**config.mk**
```make
export PLATFORM = sky130hd
export DESIGN_NAME = render_fetch_scheduler
export DESIGN_NICKNAME = d
export VERILOG_FILES = /design/src/rtl/render_pkg.sv /design/src/rtl/sprite_hit_unit.sv /design/src/rtl/render_fetch_scheduler.sv
export SDC_FILE = /design/constraint.sdc
export NUM_CORES = 1
export LEC_CHECK = 0
export ABC_AREA = 1
export CAP_MARGIN = 40
export CORE_MARGIN = 1
export CORE_UTILIZATION = 55
export CTS_BUF_LIST = sky130_fd_sc_hd__clkbuf_4 sky130_fd_sc_hd__clkbuf_8
export DETAILED_ROUTE_END_ITERATION = 10
export MAX_ROUTING_LAYER = met4
export PLACE_DENSITY = 0.93
export SYNTH_ARGS = -nofsm -noshare
export SYNTH_HDL_FRONTEND = slang
export SYNTH_SLANG_ARGS = --single-unit
```
**constraint.sdc**
```tcl
create_clock -name i_clk -period 4.6 [get_ports i_clk]
set_clock_uncertainty 0.15 [all_clocks]
set_input_delay 0.46 -clock i_clk [delete_from_list [all_inputs] [get_ports i_clk]]
set_output_delay 0.46 -clock i_clk [all_outputs]
set_load 0.03 [all_outputs]
```
**src/rtl/render_pkg.sv**
```systemverilog
// Shared constants and pipeline types for the render fetch scheduler.
// Field geometry, memory-select encodings and character IDs live here.
package render_pkg;

  localparam int NUM_CHARS   = 5;
  localparam int SPRITE_SIZE = 16;

  localparam logic [9:0] FIELD_X0   = 10'd208;
  localparam logic [9:0] FIELD_Y0   = 10'd96;
  localparam logic [9:0] FIELD_COLS = 10'd28;
  localparam logic [9:0] FIELD_ROWS = 10'd36;
  localparam logic [9:0] FIELD_W    = FIELD_COLS * 10'd8;
  localparam logic [9:0] FIELD_H    = FIELD_ROWS * 10'd8;

  typedef enum logic [1:0] {
    SEL_BLANK = 2'b00,
    SEL_TILE  = 2'b01,
    SEL_CHAR  = 2'b11
  } mem_sel_e;

  typedef enum logic [3:0] {
    CHAR_PACMAN = 4'd0,
    CHAR_BLINKY = 4'd1,
    CHAR_PINKY  = 4'd2,
    CHAR_INKY   = 4'd3,
    CHAR_CLYDE  = 4'd4
  } char_id_e;

  // Stage 1: playfield-relative coordinates of the incoming pixel.
  typedef struct packed {
    logic       valid;
    logic       in_field;
    logic [9:0] px;
    logic [9:0] py;
  } s1_t;

  // Stage 2: resolved sprite hit plus the in-tile position for the tile path.
  typedef struct packed {
    logic       valid;
    logic       in_field;
    logic       hit;
    logic [3:0] which;
    logic [3:0] dx;
    logic [3:0] dy;
    logic [2:0] tx;
    logic [2:0] ty;
  } s2_t;

  typedef struct packed {
    logic       valid;
    logic [1:0] sel;
    logic [7:0] map;
    logic [1:0] item;
    logic [3:0] which;
    logic [5:0] toff;
    logic [7:0] coff;
  } out_t;

endpackage

```
**src/rtl/sprite_hit_unit.sv**
```systemverilog
// Combinational 16x16 box test of one character against a playfield pixel.
// RENDER_TUNNEL_WRAP_EN makes the horizontal distance wrap modulo the field width.
module sprite_hit_unit
  import render_pkg::*;
(
  input  logic [9:0] i_px,
  input  logic [9:0] i_py,
  input  logic [7:0] i_x,
  input  logic [8:0] i_y,
  input  logic       i_en,
  output logic       o_hit,
  output logic [3:0] o_dx,
  output logic [3:0] o_dy
);

  logic [10:0] dxw;
  logic [10:0] dyw;

  // Differences are one bit wider than the operands, so a pixel left of or
  // above the sprite wraps to a large unsigned value and fails the < 16 test.
  always_comb begin
`ifdef RENDER_TUNNEL_WRAP_EN
    dxw = {1'b0, i_px} + 11'(FIELD_W) - {3'b000, i_x};
    if (dxw >= 11'(FIELD_W)) dxw = dxw - 11'(FIELD_W);
`else
    dxw = {1'b0, i_px} - {3'b000, i_x};
`endif
    dyw   = {1'b0, i_py} - {2'b00, i_y};
    o_hit = i_en && (dxw < 11'(SPRITE_SIZE)) && (dyw < 11'(SPRITE_SIZE));
    o_dx  = dxw[3:0];
    o_dy  = dyw[3:0];
  end

endmodule

```
**src/rtl/render_fetch_scheduler.sv**
```systemverilog
// Three-stage pixel-to-address front end feeding the tile/sprite memory controller.
// Build option RENDER_TUNNEL_WRAP_EN (see sprite_hit_unit) wraps sprites across the tunnel.
module render_fetch_scheduler
  import render_pkg::*;
(
  input  logic        i_clk,
  input  logic        i_rst_n,
  input  logic        i_pix_valid,
  input  logic [9:0]  i_pix_x,
  input  logic [9:0]  i_pix_y,
  input  logic        i_frame_start,
  input  logic [39:0] i_char_x,
  input  logic [44:0] i_char_y,
  input  logic [4:0]  i_char_en,
  output logic [9:0]  o_board_addr,
  input  logic [7:0]  i_board_tile,
  input  logic [1:0]  i_board_item,
  output logic        o_valid,
  output logic [1:0]  o_mem_select,
  output logic [7:0]  o_address_map,
  output logic [1:0]  o_address_item,
  output logic [3:0]  o_which_char,
  output logic [5:0]  o_tile_offset,
  output logic [7:0]  o_char_offset
);

  logic [39:0] shx_q, shx_d;
  logic [44:0] shy_q, shy_d;
  logic [4:0]  shen_q, shen_d;

  s1_t  s1_q, s1_d;
  s2_t  s2_q, s2_d;
  out_t out_q, out_d;

  logic [NUM_CHARS-1:0]      hit;
  logic [NUM_CHARS-1:0][3:0] hit_dx;
  logic [NUM_CHARS-1:0][3:0] hit_dy;
  logic                      any_hit;
  char_id_e                  win_id;
  logic [3:0]                win_dx;
  logic [3:0]                win_dy;

  // NOTE: every signal written here gets a default first, so no path can
  // leave it unassigned and infer a latch.
  always_comb begin
    shx_d  = shx_q;
    shy_d  = shy_q;
    shen_d = shen_q;
    if (i_frame_start) begin
      shx_d  = i_char_x;
      shy_d  = i_char_y;
      shen_d = i_char_en;
    end

    s1_d       = '0;
    s1_d.valid = i_pix_valid;
    if (i_pix_valid) begin
      s1_d.px       = i_pix_x - FIELD_X0;
      s1_d.py       = i_pix_y - FIELD_Y0;
      s1_d.in_field = (i_pix_x >= FIELD_X0) && (s1_d.px < FIELD_W) &&
                      (i_pix_y >= FIELD_Y0) && (s1_d.py < FIELD_H);
    end
  end

  assign o_board_addr = s1_q.in_field
                      ? (10'(s1_q.py[9:3]) * FIELD_COLS + 10'(s1_q.px[9:3]))
                      : '0;

  // Shadow registers load on the same edge that captures a coincident pixel
  // into stage 1, so that pixel is tested against the new sprite positions.
  for (genvar k = 0; k < NUM_CHARS; k++) begin : g_hit
    sprite_hit_unit u_hit (
      .i_px  (s1_q.px),
      .i_py  (s1_q.py),
      .i_x   (shx_q[8*k +: 8]),
      .i_y   (shy_q[9*k +: 9]),
      .i_en  (shen_q[k]),
      .o_hit (hit[k]),
      .o_dx  (hit_dx[k]),
      .o_dy  (hit_dy[k])
    );
  end

  // Scan from clyde down to pacman so the lowest index wins.
  always_comb begin
    any_hit = 1'b0;
    win_id  = CHAR_PACMAN;
    win_dx  = '0;
    win_dy  = '0;
    for (int k = NUM_CHARS - 1; k >= 0; k--) begin
      if (hit[k]) begin
        any_hit = 1'b1;
        win_id  = char_id_e'(4'(k));
        win_dx  = hit_dx[k];
        win_dy  = hit_dy[k];
      end
    end
  end

  always_comb begin
    s2_d          = '0;
    s2_d.valid    = s1_q.valid;
    s2_d.in_field = s1_q.in_field;
    s2_d.hit      = any_hit;
    s2_d.which    = win_id;
    s2_d.dx       = win_dx;
    s2_d.dy       = win_dy;
    s2_d.tx       = s1_q.px[2:0];
    s2_d.ty       = s1_q.py[2:0];

    out_d       = '0;
    out_d.sel   = SEL_BLANK;
    out_d.valid = s2_q.valid;
    if (s2_q.valid && s2_q.in_field) begin
      if (s2_q.hit) begin
        out_d.sel   = SEL_CHAR;
        out_d.which = s2_q.which;
        out_d.coff  = {s2_q.dy, s2_q.dx};
      end else begin
        out_d.sel  = SEL_TILE;
        out_d.map  = i_board_tile;
        out_d.item = i_board_item;
        out_d.toff = {s2_q.ty, s2_q.tx};
      end
    end
  end

  // NOTE: sequential state uses non-blocking assignments only, so every flop
  // samples the pre-edge values regardless of statement order.
  always_ff @(posedge i_clk or negedge i_rst_n) begin
    if (!i_rst_n) begin
      shx_q  <= '0;
      shy_q  <= '0;
      shen_q <= '0;
      s1_q   <= '0;
      s2_q   <= '0;
      out_q  <= '0;
    end else begin
      shx_q  <= shx_d;
      shy_q  <= shy_d;
      shen_q <= shen_d;
      s1_q   <= s1_d;
      s2_q   <= s2_d;
      out_q  <= out_d;
    end
  end

  assign o_valid        = out_q.valid;
  assign o_mem_select   = out_q.sel;
  assign o_address_map  = out_q.map;
  assign o_address_item = out_q.item;
  assign o_which_char   = out_q.which;
  assign o_tile_offset  = out_q.toff;
  assign o_char_offset  = out_q.coff;

endmodule

```
==> flow_summary_export.csv, run 1 <==
group,metric,value,unit
clocking,clk_path_buf_depth,2,
finish,syn2layout_area_growth,20.8,%
floorplanning,core,20300,um^2
sta,fin_tns_setup,0,ns
logic_synthesis,synthTopCellsByCount,"nand2_1 (407), inv_1 (241), dfrtp_1 (162)",
worst_hold_path,min_path_type,"flip-flop to flip-flop",
floorplanning,rows,52,
logic_synthesis,synth_warnings,0,
finish,layout-drive-gt1-share,0.0627,
clocking,cts_inserted_buffers,17,
floorplanning,dieArea,21400,um^2
worst_setup_path,cp-end-kind,"primary output",
logic_synthesis,synth_top_family_by_area,"simple AND/OR/NAND/NOR gates",
run,drv_cap,0,
floorplanning,die_h,146,um
grt,gr-usage-all-layers,0.301,
clocking,htree_num_levels,4,
logic_synthesis,syn_area_per_cell,7.62,um^2
floorplanning,die-width,146,um
logic_synthesis,synth_top_area_frac,0.355,
clocking,cts_setup_buffers,0,
floorplanning,initial_utilization,0.563,
sta,max_freq,0.229,GHz
grt,antenna_found_initial,0,
route,drc,0,
logic_synthesis,synth_mux_area_frac,0.0138,
grt,grt_max_degree,92,
grt,grt_overflow,0,
logic_synthesis,synth-simple-area-share,0.268,
logic_synthesis,yosys-top-cells-area,"dfrtp_1 (35%), nand2_1 (13%), ha_1 (11%)",
logic_synthesis,synthXorXnorAreaFrac,0.0359,
sta,min_period,4.38,ns
grt,grt_pass1_wl,49.4,mm
route,wl_per_cell,15.4,um
worst_setup_path,worstSetupPathType,"flip-flop to primary output",
status,outcome,"finished clean",
power_and_ir_drop,leakagePower,7.35,nW
route,ant_nets,0,
finish,nets,1901,
logic_synthesis,synth-seq-cells,162,
route,vias_per_cell,5.42,
logic_synthesis,synth_compound_area_frac,0.0935,
sta,slew_violations,0,
route,dr.pass1.iters,6,
sta,grt_setup_unrepaired,"no",
power_and_ir_drop,p_per_area,294,nW/um^2
route,drt_iter0_drc,941,
sta,maxSlewHeadroom,0.571,
sta,tightest_slew,0.643,ns
place,placedCellCount,1911,
logic_synthesis,synthAdderAreaFrac,0.139,
floorplanning,io_pins,165,
clocking,root_buffer,"clkbuf_8",
clocking,cts.clk_slew.worst_paths,0.10,ns
worst_setup_path,arrival,3.77,ns
worst_setup_path,crit_path_start_kind,"flip-flop",
logic_synthesis,yosysTopAreaCell,"dfrtp_1",
sta,finalSetupViolCount,0,
place,portBuffers,163,
place,place.gp.congestion,0.956,
logic_synthesis,synth-edff-count,0,
logic_synthesis,synthesis.nets,1741,
worst_setup_path,critical_path_required,3.99,ns
sta,holdWs,0.216,ns
finish,n_antenna_cell,0,
route,num_vias,10500,
route,wl,29.9,mm
finish,instances_no_fill,1944,
place,dp_hpwl,23.5,mm
logic_synthesis,synth.most_common_cell,"nand2_1",
worst_setup_path,cp_max_fo,8,
clocking,cts_tree,"built",
clocking,cts.sinks,162,
logic_synthesis,async_flop_share,1.00,
sta,hold_viol_final,0,
logic_synthesis,syn-cell-area,11400,um^2
logic_synthesis,synth_flop_cell,"dfrtp_1",
logic_synthesis,synth.distinct_cells,57,
logic_synthesis,ys_seq_area_frac,0.355,
grt,first_global_vias,10500,
power_and_ir_drop,ir_drop,0.219,mV
clocking,worstSkewPairLatency,0.48,ns
sta,timing.final.crit_share,0.951,
logic_synthesis,synthCells,1501,
==> metal layers <==
layer  wire length [um]  up-vias  track usage
li1                   -     5123            -
met1              12100     4879        0.348
met2              14600      428        0.505
met3               1920      108       0.0500
met4               1390        0        0.155
met5                  0        -            -
==> area by class of cell <==
type / instances / area (um^2)
clock inverters: 14 / 185
clock buffers: 18 / 248
inverters: 249 / 937
repair buffers: 173 / 1750
fillers: 1659 / 6490
multi-input cells: 1058 / 6290
flip-flops and latches: 162 / 4060
well taps: 270 / 338
==> cells in the final DEF (no fill, tap or decap), drive strengths merged, types with 3 or more instances in the layout <==
| cell | netlist | layout |
|---|---|---|
| nand3 | 94 | 94 |
| nor2 | 103 | 103 |
| a21o | 6 | 6 |
| ha | 98 | 98 |
| xnor2 | 15 | 15 |
| mux2 | 14 | 14 |
| clkdlybuf4s50 | 0 | 158 |
| o21ai | 100 | 100 |
| inv | 245 | 253 |
| clkinv | 4 | 6 |
| nand3b | 8 | 8 |
| buf | 8 | 11 |
| nand2 | 413 | 413 |
| dfrtp | 162 | 162 |
| fa | 18 | 18 |
| a31oi | 7 | 7 |
| a21oi | 59 | 59 |
| nand4 | 48 | 48 |
| a21boi | 3 | 3 |
| or2 | 11 | 11 |
| o211ai | 3 | 3 |
| clkbuf | 24 | 18 |
| o21bai | 5 | 5 |
| nor3 | 13 | 13 |
| xor2 | 28 | 28 |
==> registers in the layout, summed over array words and instances (netlist names), 2 cells and up <==
name	flops
shy_q	45
shx_q	40
s1_q	22
s2_q	19
o_address_map	8
o_char_offset	8
o_tile_offset	6
shen_q	5
o_which_char	3
o_address_item	2
o_mem_select	2
==> repair_timing <==
action	CTS	global route
hold buffers	1	0
hold endpoints to repair	63	0
resized for setup	4	2
endpoints found under the setup margin	3	2
==> power breakdown <==
part           internal [W]  total (W)  switching, W
Clock              0.000526    0.00115      0.000621
Combinational      0.000519    0.00133      0.000814
Sequential          0.00151    0.00158     0.0000715
==> stage by stage <==
step	utilization	setup WS [ns]	power [W]	instance area [um^2]
after floorplan	-	0.975	0.00249	11400
after global placement	0.656	0.412	0.00287	13300
after detailed placement	0.658	0.335	0.00292	13400
after CTS	0.680	0.0247	0.00406	13800
after global routing	0.680	0.0283	0.00430	13800
final	0.680	0.224	0.00406	13800
==> kinds of logic (layout without fill, tap and decap cells) <==
group	count (synthesis)	count (layout)
DFF	162	162
adders and majority gates	116	116
buffers and inverters	281	454
other	1	1
and+or+nand+nor	693	693
xor gates and xnor gates	43	43
AOI/OAI and AO/OA	191	191
muxes	14	14
==> path summary, 6_finish.rpt <==
| check | end | slack (ns) | cells after the start | from |
|---|---|---|---|---|
| min reg2reg | out_d[30] | 0.22 | 0 | s1_q[21] |
| max in group asynchronous | s1_q[6] | 2.82 | 3 | i_rst_n |
| max reg2reg | s2_q[7] | 0.97 | 18 | s1_q[1] |
| max | o_board_addr[8] | 0.22 | 13 | s1_q[4] |
| min | out_d[30] | 0.22 | 0 | s1_q[21] |
| min in group asynchronous | o_address_item[1] | 0.37 | 2 | i_rst_n |
==> worst max-delay path: stages (launching register included) <==
cell	delay, ns
dfrtp_2	0.51
fa_1	0.49
ha_1	0.23
fa_1	0.44
ha_1	0.33
inv_1	0.06
o31ai_1	0.24
nand2_1	0.08
inv_1	0.07
nor2_1	0.04
nor2_1	0.14
o21ai_0	0.10
a21oi_1	0.13
dlygate4sd2_1	0.42
Note: power is estimated with default switching activity, not from simulation.
==> inputs of run 2 (changes only) <==
- CAP_MARGIN: 40 -> 20
- SLEW_MARGIN: unset -> 30
==> flow_summary_export.csv, run 2 (synthesis results as in run 1) <==
group,metric,value,unit
route,wl_met3,1.70,mm
clocking,root_buffer,"clkbuf_8",
route,wl_per_cell,15.3,um
place,dp_hpwl,23.2,mm
place,portBuffers,163,
finish,nFillCells,1637,
grt,antenna_found_initial,0,
floorplanning,die_h,146,um
sta,setup_slack,0.196,ns
route,drt_iter0_drc,786,
sta,holdWs,0.217,ns
sta,timing.final.crit_share,0.957,
finish,top_register,"shy_q",
finish,largest_reg_flops,45,
worst_setup_path,worstSetupPathType,"flip-flop to primary output",
place,placedCellCount,1909,
floorplanning,rows,52,
sta,fin_tns_setup,0,ns
finish,instances_no_fill,1942,
worst_setup_path,critPathLaunch,"s1_q[4]",
finish,reg_top3,"shy_q (45), shx_q (40), s1_q (22)",
power_and_ir_drop,p_per_area,293,nW/um^2
clocking,cts.clk_slew.worst_paths,0.09,ns
floorplanning,die-width,146,um
route,drc,0,
power_and_ir_drop,p_sw,0.00147,W
route,num_vias,10400,
sta,maxSlewHeadroom,0.518,
power_and_ir_drop,pwr-share-comb,0.330,
finish,layout-drive-gt1-share,0.0622,
route,vias_per_cell,5.38,
finish,n_antenna_cell,0,
clocking,htree_num_levels,4,
floorplanning,initial_utilization,0.563,
power_and_ir_drop,ir_drop,0.182,mV
finish,mostFrequentLayoutCell,"nand2_1",
grt,grt_pass1_wl,49.4,mm
worst_setup_path,critical_path_required,3.99,ns
route,ant_nets,0,
place,place_area,13300,um^2
route,wl,29.7,mm
floorplanning,dieArea,21400,um^2
worst_setup_path,cp_max_fo,8,
power_and_ir_drop,swShare,0.366,
route,met2_length,14.7,mm
sta,tightest_slew,0.724,ns
power_and_ir_drop,leakagePower,7.33,nW
power_and_ir_drop,power_frac_clock,0.277,
clocking,clk_path_buf_depth,2,
finish,syn2layout_area_growth,20.2,%
clocking,cts_inserted_buffers,17,
grt,first_global_vias,10600,
worst_setup_path,cp-end-kind,"primary output",
status,outcome,"finished clean",
clocking,cts_setup_buffers,0,
floorplanning,core,20300,um^2
power_and_ir_drop,seqPwrFrac,0.393,
worst_hold_path,hp-start,"s1_q[21]",
worst_setup_path,arrival,3.79,ns
floorplanning,io_pins,165,
power_and_ir_drop,cell_internal_pwr,0.00255,W
worst_hold_path,min_path_type,"flip-flop to flip-flop",
worst_setup_path,crit_path_start_kind,"flip-flop",
grt,gr-usage-all-layers,0.301,
place,post-place-ws,0.339,ns
finish,fin_area,13700,um^2
run,drv_cap,0,
place,place.gp.congestion,0.956,
clocking,worstSkewPairLatency,0.48,ns
sta,slew_violations,0,
finish,layout_common_cells,"nand2_1 (406), inv_1 (241), dfrtp_1 (159)",
sta,hold_viol_final,0,
grt,grt_max_degree,119,
sta,finalSetupViolCount,0,
route,maxUsedRoutingLayer,"met4",
route,dr.pass1.iters,7,
sta,max_freq,0.227,GHz
clocking,cts_tree,"built",
worst_setup_path,timing.rr.start,"s1_q[1]",
route,m1WireLength,12.1,mm
clocking,cts.sinks,162,
sta,min_period,4.40,ns
grt,grt_overflow,0,
finish,nets,1899,
[run 2: worst paths after layout]
path                       cells after the start                end  slack [ns]
max                                           13    o_board_addr[8]        0.20
min                                            0          out_d[30]        0.22
max reg2reg                                   18            s2_q[6]        0.96
min reg2reg                                    0          out_d[30]        0.22
max in group asynchronous                      3            s1_q[6]        2.80
min in group asynchronous                      2  o_address_item[1]        0.38
[run 2: area by class of cell]
class / instances / area (um^2) / area share
multi-input cells: 1058 / 6300 / 0.458
flip-flops and latches: 162 / 4060 / 0.295
repair buffers: 171 / 1700 / 0.124
inverters: 249 / 937 / 0.0682
well taps: 270 / 338 / 0.0246
clock buffers: 19 / 255 / 0.0186
clock inverters: 13 / 161 / 0.0117
[run 2: repair_timing]
action,CTS,global route
hold endpoints to repair,63,0
endpoints found under the setup margin,3,2
resized for setup,4,2
hold buffers,1,0
[run 2: critical path, stage by stage (launching register included)]
cell and delay [ns]:
dfrtp_2 0.51, fa_1 0.49, ha_1 0.23, fa_1 0.44
ha_1 0.33, inv_1 0.07, o31ai_1 0.23, nand2_1 0.08
inv_1 0.07, nor2_1 0.04, nor2_1 0.14, o21ai_0 0.12
a21oi_1 0.15, dlygate4sd2_1 0.42
[run 2: per-layer routing]
metal  vias to the layer above  global-route usage
met5                         -                   -
met4                         0               0.141
met3                        84              0.0500
met2                       373               0.507
met1                      4867               0.350
li1                       5119                   -
[run 2: stage by stage]
step | power [W] | utilization
final | 0.00403 | 0.677
after global routing | 0.00427 | 0.677
after CTS | 0.00402 | 0.677
after detailed placement | 0.00291 | 0.656
after global placement | 0.00287 | 0.656
after floorplan | 0.00249 | -
[run 2: power by group through the flow]
| stage | clock (W) | sequential, W | combinational (W) |
|---|---|---|---|
| 6_report | 0.00112 | 0.00158 | 0.00133 |
| 4_1_cts | 0.00113 | 0.00158 | 0.00131 |
| 3_3_place_gp | 0 | 0.00160 | 0.00126 |
| 2_1_floorplan | 0 | 0.00158 | 0.000907 |
| 3_5_place_dp | 0 | 0.00161 | 0.00130 |
| 5_1_grt | 0.00118 | 0.00159 | 0.00150 |
